--- src/rtl/rggen_rtl_pkg.sv ---
// ============================================================================
// rggen_rtl_pkg : shared status/state types and address helper for rggen RTL
// Revision: 1.0
// ============================================================================
`default_nettype none

package rggen_rtl_pkg;

  typedef enum logic [1:0] {
    OKAY         = 2'b00,
    EXOKAY       = 2'b01,
    SLAVE_ERROR  = 2'b10,
    DECODE_ERROR = 2'b11
  } rggen_status;

  typedef enum logic [1:0] {
    IDLE     = 2'b00,
    SETUP    = 2'b01,
    ACCESS   = 2'b10,
    RESPONSE = 2'b11
  } rggen_apb_bridge_state;

  // Number of byte-offset address bits inside one data word.
  function automatic int rggen_address_lsb_width(input int data_width);
    return $clog2(data_width / 8);
  endfunction

endpackage

`default_nettype wire

--- src/rtl/rggen_apb_bridge.sv ---
// ============================================================================
// rggen_apb_bridge : rggen local-bus command to APB4 initiator bridge.
// Optional ACCESS timeout: define RGGEN_APB_BRIDGE_TIMEOUT_EN.
// Revision: 1.0
// ============================================================================
`default_nettype none

module rggen_apb_bridge
  import rggen_rtl_pkg::*;
#(
  parameter int         DATA_WIDTH     = 32,
  parameter int         ADDRESS_WIDTH  = 16,
  parameter logic [2:0] PPROT_VALUE    = 3'h0,
  parameter int         TIMEOUT_CYCLES = 256
)(
  input  logic                      clk,
  input  logic                      rst_n,
  input  logic                      i_valid,
  input  logic                      i_write,
  input  logic                      i_read,
  input  logic [ADDRESS_WIDTH-1:0]  i_address,
  input  logic [DATA_WIDTH/8-1:0]   i_strobe,
  input  logic [DATA_WIDTH-1:0]     i_write_data,
  output logic                      o_ready,
  output logic [1:0]                o_status,
  output logic [DATA_WIDTH-1:0]     o_read_data,
  output logic [ADDRESS_WIDTH-1:0]  o_paddr,
  output logic [2:0]                o_pprot,
  output logic                      o_psel,
  output logic                      o_penable,
  output logic                      o_pwrite,
  output logic [DATA_WIDTH-1:0]     o_pwdata,
  output logic [DATA_WIDTH/8-1:0]   o_pstrb,
  input  logic                      i_pready,
  input  logic [DATA_WIDTH-1:0]     i_prdata,
  input  logic                      i_pslverr
);

  localparam int STRB_WIDTH = DATA_WIDTH / 8;
  localparam int LSB_WIDTH  = rggen_address_lsb_width(DATA_WIDTH);

  rggen_apb_bridge_state  state;
  rggen_apb_bridge_state  state_next;
  rggen_status            status;
  logic [DATA_WIDTH-1:0]  read_data;
  logic                   timeout_hit;

`ifdef RGGEN_APB_BRIDGE_TIMEOUT_EN
  localparam int COUNT_WIDTH = $clog2(TIMEOUT_CYCLES + 1);
  logic [COUNT_WIDTH-1:0] access_count;

  always_ff @(posedge clk or negedge rst_n) begin
    if (!rst_n) begin
      access_count <= '0;
    end else if (state != ACCESS) begin
      access_count <= '0;
    end else if (!i_pready) begin
      access_count <= access_count + COUNT_WIDTH'(1);
    end
  end

  // A ready slave in the final allowed cycle still completes normally.
  assign timeout_hit = (access_count == COUNT_WIDTH'(TIMEOUT_CYCLES - 1)) && !i_pready;
`else
  // The timeout never fires in this build; ACCESS waits for the slave.
  assign timeout_hit = (TIMEOUT_CYCLES < 0);
`endif

  always_ff @(posedge clk or negedge rst_n) begin
    if (!rst_n) begin
      state <= IDLE;
    end else begin
      state <= state_next;
    end
  end

  always_comb begin
    state_next = state;
    o_psel     = 1'b0;
    o_penable  = 1'b0;
    o_ready    = 1'b0;
    case (state)
      IDLE: begin
        if (i_valid) begin
          state_next = (i_write || i_read) ? SETUP : RESPONSE;
        end
      end
      SETUP: begin
        o_psel     = 1'b1;
        state_next = ACCESS;
      end
      ACCESS: begin
        o_psel    = 1'b1;
        o_penable = 1'b1;
        if (i_pready || timeout_hit) begin
          state_next = RESPONSE;
        end
      end
      default: begin
        o_ready    = 1'b1;
        state_next = IDLE;
      end
    endcase
  end

  always_ff @(posedge clk or negedge rst_n) begin
    if (!rst_n) begin
      o_paddr   <= '0;
      o_pwrite  <= 1'b0;
      o_pwdata  <= '0;
      o_pstrb   <= '0;
      status    <= OKAY;
      read_data <= '0;
    end else if ((state == IDLE) && i_valid) begin
      status    <= OKAY;
      read_data <= '0;
      if (i_write || i_read) begin
        // Write wins when both are set; reads carry no strobes on APB4.
        o_paddr  <= {i_address[ADDRESS_WIDTH-1:LSB_WIDTH], LSB_WIDTH'(0)};
        o_pwrite <= i_write;
        o_pwdata <= i_write_data;
        o_pstrb  <= i_write ? i_strobe : STRB_WIDTH'(0);
      end
    end else if (state == ACCESS) begin
      if (i_pready) begin
        status    <= i_pslverr ? SLAVE_ERROR : OKAY;
        read_data <= o_pwrite ? '0 : i_prdata;
      end else if (timeout_hit) begin
        status    <= SLAVE_ERROR;
        read_data <= '0;
      end
    end
  end

  assign o_status    = status;
  assign o_read_data = read_data;
  assign o_pprot     = PPROT_VALUE;

endmodule

`default_nettype wire

--- config.mk ---
export PLATFORM = sky130hd
export DESIGN_NAME = rggen_apb_bridge
export DESIGN_NICKNAME = d
export VERILOG_FILES = /design/src/rtl/rggen_rtl_pkg.sv /design/src/rtl/rggen_apb_bridge.sv
export SDC_FILE = /design/constraint.sdc
export NUM_CORES = 1
export LEC_CHECK = 0
export BUFFER_PORTS_ARGS = -buffer_cell sky130_fd_sc_hd__buf_2
export CAP_MARGIN = 20
export CORE_MARGIN = 2
export CORE_UTILIZATION = 23
export DETAILED_ROUTE_END_ITERATION = 10
export MAX_ROUTING_LAYER = met4
export PLACE_DENSITY_LB_ADDON = 0.1
export SETUP_SLACK_MARGIN = 0.4
export SLEW_MARGIN = 5
export SYNTH_ARGS = -nofsm -noshare
export SYNTH_HDL_FRONTEND = slang
export SYNTH_SLANG_ARGS = --single-unit
--- constraint.sdc ---
create_clock -name clk -period 3.2 [get_ports clk]
set_input_delay 0.16 -clock clk [delete_from_list [all_inputs] [get_ports clk]]
set_output_delay 0.16 -clock clk [all_outputs]
set_load 0.01 [all_outputs]
==> results.cfg, run 1 <==
[route]
wl_mm = 8.650
via_per_inst = 4.107
ant_nets = 0
dr_total_vias = 2411
wire_per_inst_um = 14.74
firstDrtPassIters = 4
drc = 0
drt_iter0_drc = 60

[sta]
setup_tns_ns = 0
relSlewSlack_pct = 39.93
rsz0062_at_grt = no
finalCritPeriodShare_pct = 67.58
fmaxAchievable_ghz = 0.4624
clock-skew-final_ns = 0.009502
tightestPinTransition_ns = 0.8991
drv_slew = 0
finalSetupViolCount = 0
hold_slack_ns = 0.02739
finalHoldViolations = 0
period_needed_ns = 2.163

[synth]
ys_warn_count = 0
syn_inst = 216
synth_area_leaders = dfrtp_1 (62%), mux2_4 (19%), a22o_1 (8.5%)
synth.top_cell.area_share_pct = 61.60
synth_area_per_cell_um2 = 16.17
synth.distinct_cells = 25
syn_area_mm2 = 0.003493
synth_area_leader_cell = dfrtp_1
ys_ff_latch = 86
seq_area_frac_synth_pct = 61.60

[placed_design]
dp.cells = 570
hpwl_mm = 6.118
place_congestion = 0.6692
io_buffers = 175

[floorplanning]
die_y_um = 127.2
rows = 45
core_mm2 = 0.01503
die_x_um = 127.2
boundaryPins = 184
initial_core_util_pct = 23.24
dieArea_mm2 = 0.01619

[power_and_ir_drop]
ir_drop_uv = 268.8
powerDensity_mw_per_mm2 = 1032
p_leak_nw = 2.669
power.total_w = 0.005024

[min_path]
min_path_type = input pin to register

[cells_and_area]
fin_util_pct = 32.39
layout_commonest_cell = buf_2
diodes = 0
drive_gt1_share_pct = 61.40
area_growth_pct = 39.40
nets = 489
layoutNonFillerInstCount = 587
nFillCells = 1548
final_cell_mix = buf_2 (174), dfrtp_1 (86), mux2_4 (45), a22o_1 (34), clkbuf_16 (9)

[clocking]
cts.path.max_buffers = 2
clock_sinks = 86
cts-htree-levels = 3
cts-root-buf = clkbuf_16
clk_pin_slew_ns = 0.07
cts_setup_buffers = 0
numCtsBuffers = 9
clk_latency_ns = 0.34
cts_tree = built

[global_routing]
grtUsageTotal_pct = 11.35
grt_max_degree = 44
grt_pass1_wl_mm = 13.53
grt_overflow = 0
antenna_found_initial = 0
grt_pass1_vias = 2442

[worst_setup_path]
start_kind = register
worst-setup-path-type = register to register
worstSetupEndpointType = register
required_ns = 3.42
crit_path_max_fanout = 43
worst_ep_arrival_time_ns = 2.38

[run_status]
status = complete, no violations

[flow_run]
cap_viol_max_count = 0
layer usage:
metal	global-route usage (%)	share of wire, %	up-vias
met5	-	0	-
met4	6.206	2.1	0
met3	2.596	6.1	10
met2	16.10	46	101
met1	15.01	45	1174
li1	-	-	1126
per-stage QoR:
step	instance area (um^2)	setup WS, ns
finish	4870	1.038
detailed placement	4551	1.041
global route	4870	0.8686
global placement	4551	1.065
CTS	4870	1.001
floorplan	3512	1.498
synthesized netlist by cell type:
library cell,n
dfrtp_1,86
a22oi_1,1
nor3_2,1
buf_6,5
inv_1,4
a221o_1,1
buf_2,6
and3_1,1
nand4b_1,2
o22a_1,1
nand3_1,1
nor2_1,1
nand2_1,4
mux2_4,45
o22ai_1,1
a21oi_1,5
a21o_1,1
clkbuf_1,1
and2_1,1
ha_1,4
mux2_2,1
conb_1,1
a22o_1,34
o21ai_4,1
buf_4,7
final timing paths:
| kind | slack [ns] | end | depth (start not counted) | startpoint |
|---|---|---|---|---|
| max | 1.04 | o_paddr[14] | 6 | state[0] |
| min | 0.03 | o_pstrb[1] | 2 | i_strobe[1] |
| max reg2reg | 1.04 | o_paddr[14] | 6 | state[0] |
| min reg2reg | 0.50 | o_read_data[14] | 1 | o_read_data[14] |
| max in group asynchronous | 2.10 | o_pwdata[3] | 3 | rst_n |
| min in group asynchronous | 0.34 | o_paddr[3] | 2 | rst_n |
repair_timing:
item / in CTS / in global routing
hold buffers: 1 / 0
endpoints found under the hold margin: 40 / 0
resized for setup: 0 / 0
worst max-delay path: stages, from the launching register on:
cell and delay, ns:
dfrtp_1 0.42, inv_1 0.10, ha_1 0.25, and2_1 0.41, o21ai_4 0.21, buf_12 0.24, mux2_4 0.34
kinds of logic after synthesis:
group	count (synthesis)	share of synthesized area (%)
DFF	86	61.60
muxes	46	19.66
and+or+nand+nor	11	1.827
adders and majority gates	4	1.433
other	1	0.1073
buffers and inverters	23	4.513
AOI/OAI and AO/OA	45	10.85
flip-flops by register name, indices dropped and copies added (netlist names):
signal and cells:
o_pwdata 32, state 2, o_pstrb 4, o_paddr 14
o_pwrite 1, o_status 1, o_read_data 32
final cells by class:
cell class / count / area (um^2) / share of cell area [%]
tap: 188 / 235.2 / 4.830
clock inverter: 5 / 56.30 / 1.156
clock buffer: 11 / 252.7 / 5.190
multi-input combinational: 112 / 1220 / 25.05
timing repair buffer: 181 / 938.4 / 19.27
inverter: 4 / 15.01 / 0.3083
sequential: 86 / 2152 / 44.19
power breakdown:
group          switching, W  internal (W)  total [W]
clock network      0.000438      0.000648    0.00109
logic              0.000937       0.00110    0.00204
registers          0.000280       0.00162    0.00190
(Power assumes the default switching activity.)
==> inputs of run 2 (changes only) <==
==> constraint.sdc (replaced) <==
create_clock -name clk -period 2.25 [get_ports clk]
set_input_delay 0.1125 -clock clk [delete_from_list [all_inputs] [get_ports clk]]
set_output_delay 0.1125 -clock clk [all_outputs]
set_load 0.01 [all_outputs]
==> results.cfg, run 2 (synthesized netlist as in run 1, its figures left out) <==
[run_status]
status = complete, no violations

[clocking]
cts_tree = built
clk_latency_ns = 0.34
cts.path.max_buffers = 2
cts-htree-levels = 3
clock_sinks = 86
clk_pin_slew_ns = 0.07
cts-root-buf = clkbuf_16
numCtsBuffers = 9

[global_routing]
grt_max_degree = 52
met2_usage_pct = 20.05
use_met3_pct = 2.303
grt_pass1_vias = 2941
grt_overflow = 0
antenna_found_initial = 0
grtUsageTotal_pct = 13.21
grt_pass1_wl_mm = 15.98
top_usage_layer = met2
grtUsageMet1_pct = 17.36

[sta]
finalHoldViolations = 0
hold_slack_ns = 0.01092
finalCritPeriodShare_pct = 77.64
rsz0062_at_grt = no
relSlewSlack_pct = 61.69
period_needed_ns = 1.747
setup_tns_ns = 0
drv_slew = 0
tightestPinTransition_ns = 0.5733
layout_setup_ws_ns = 0.5032
clock-skew-final_ns = 0.006788
fmaxAchievable_ghz = 0.5725
finalSetupViolCount = 0

[floorplanning]
rows = 45
core_mm2 = 0.01503
initial_core_util_pct = 23.24
dieArea_mm2 = 0.01619
die_y_um = 127.2
die_x_um = 127.2
boundaryPins = 184

[placed_design]
hpwl_mm = 5.918
io_buffers = 175
place_congestion = 0.6526
place_ws_ns = 0.1408

[route]
drt_iter0_drc = 71
wire_per_inst_um = 14.82
dr_total_vias = 2810
via_per_inst = 4.163
drc = 0
wl_mm = 10.00
ant_nets = 0
firstDrtPassIters = 4

[power_and_ir_drop]
ir_drop_uv = 500.2
p_leak_nw = 3.075
powerDensity_mw_per_mm2 = 1281
power.total_w = 0.007443

[worst_setup_path]
required_ns = 2.48
worst-setup-path-type = register to register
worstSetupEndpointType = register
crit_path_max_fanout = 13
start_kind = register
worst_ep_arrival_time_ns = 1.97

[cells_and_area]
fin_util_pct = 38.64
final_cell_mix = buf_2 (174), dfrtp_1 (86), dlygate4sd3_1 (80), mux2_4 (45), a22o_1 (34)
diodes = 0
nets = 577
drive_gt1_share_pct = 52.57
area_growth_pct = 66.30
layout_commonest_cell = buf_2

[flow_run]
cap_viol_max_count = 0

[min_path]
min_path_type = input pin to register
==> run 2: changes by cell type in the layout (fill, tap and decap cells not counted), moves of 2 or more <==
cell           previous run  this run
buf_16                    0         2
buf_4                     5         9
clkbuf_8                  2         0
clkinv_4                  0         2
dlygate4sd3_1             1        80
==> run 2: timing repair <==
| action | 4_1_cts | 5_1_grt |
|---|---|---|
| pin swaps | 0 | 1 |
| gates cloned | 4 | 0 |
| setup endpoints to repair | 76 | 34 |
| hold buffers | 80 | 0 |
| gates resized for setup | 6 | 0 |
| endpoints found under the hold margin | 114 | 0 |
| buffers inserted | 2 | 3 |
==> run 2: area by class of cell <==
type | instances | area (um^2)
tap | 188 | 235.2
inverter | 4 | 15.01
clock inverter | 7 | 73.82
multi-input combinational | 113 | 1241
sequential | 86 | 2152
clock buffer | 9 | 225.2
timing repair buffer | 268 | 1867
fill | 1474 | 9224
==> run 2: worst max-delay path, stage by stage, from the launching register on <==
cell     delay [ns]
dfrtp_1        0.41
inv_1          0.08
ha_1           0.17
and2_4         0.22
o21ai_4        0.10
buf_4          0.17
buf_16         0.16
mux2_4         0.30
==> run 2: metrics by stage <==
| step | std cells | area [um^2] |
|---|---|---|
| after detailed placement | 570 | 4563 |
| after CTS | 672 | 5787 |
| after global placement | 570 | 4563 |
| after global routing | 675 | 5809 |
| final | 675 | 5809 |
| after floorplan | 221 | 3512 |
==> run 2: final timing paths <==
check | startpoint | end | slack (ns) | cells after the start
setup reg to reg | state[1] | o_paddr[9] | 0.50 | 7
min in group asynchronous | rst_n | o_paddr[3] | 0.26 | 2
hold reg to reg | o_read_data[17] | o_read_data[17] | 0.50 | 1
hold / removal | i_prdata[28] | o_read_data[28] | 0.01 | 2
setup / recovery | state[1] | o_paddr[9] | 0.50 | 7
max in group asynchronous | rst_n | o_read_data[13] | 1.29 | 3
==> run 2: per-layer routing <==
metal	wire length [um]	vias up	share of wire (%)
met5	0	-	0
met4	202	0	2.0
met3	446	12	4.5
met2	4731	104	47
met1	4621	1380	46
li1	-	1314	-
==> run 2: where the power goes <==
group | total [W] | switching, W | internal [W] | leakage (nW)
clock | 0.00150 | 0.000637 | 0.000864 | 0.146
combinational | 0.00323 | 0.00143 | 0.00180 | 1.85
sequential | 0.00271 | 0.000409 | 0.00230 | 1.08
total | 0.00744 | 0.00248 | 0.00497 | 3.07
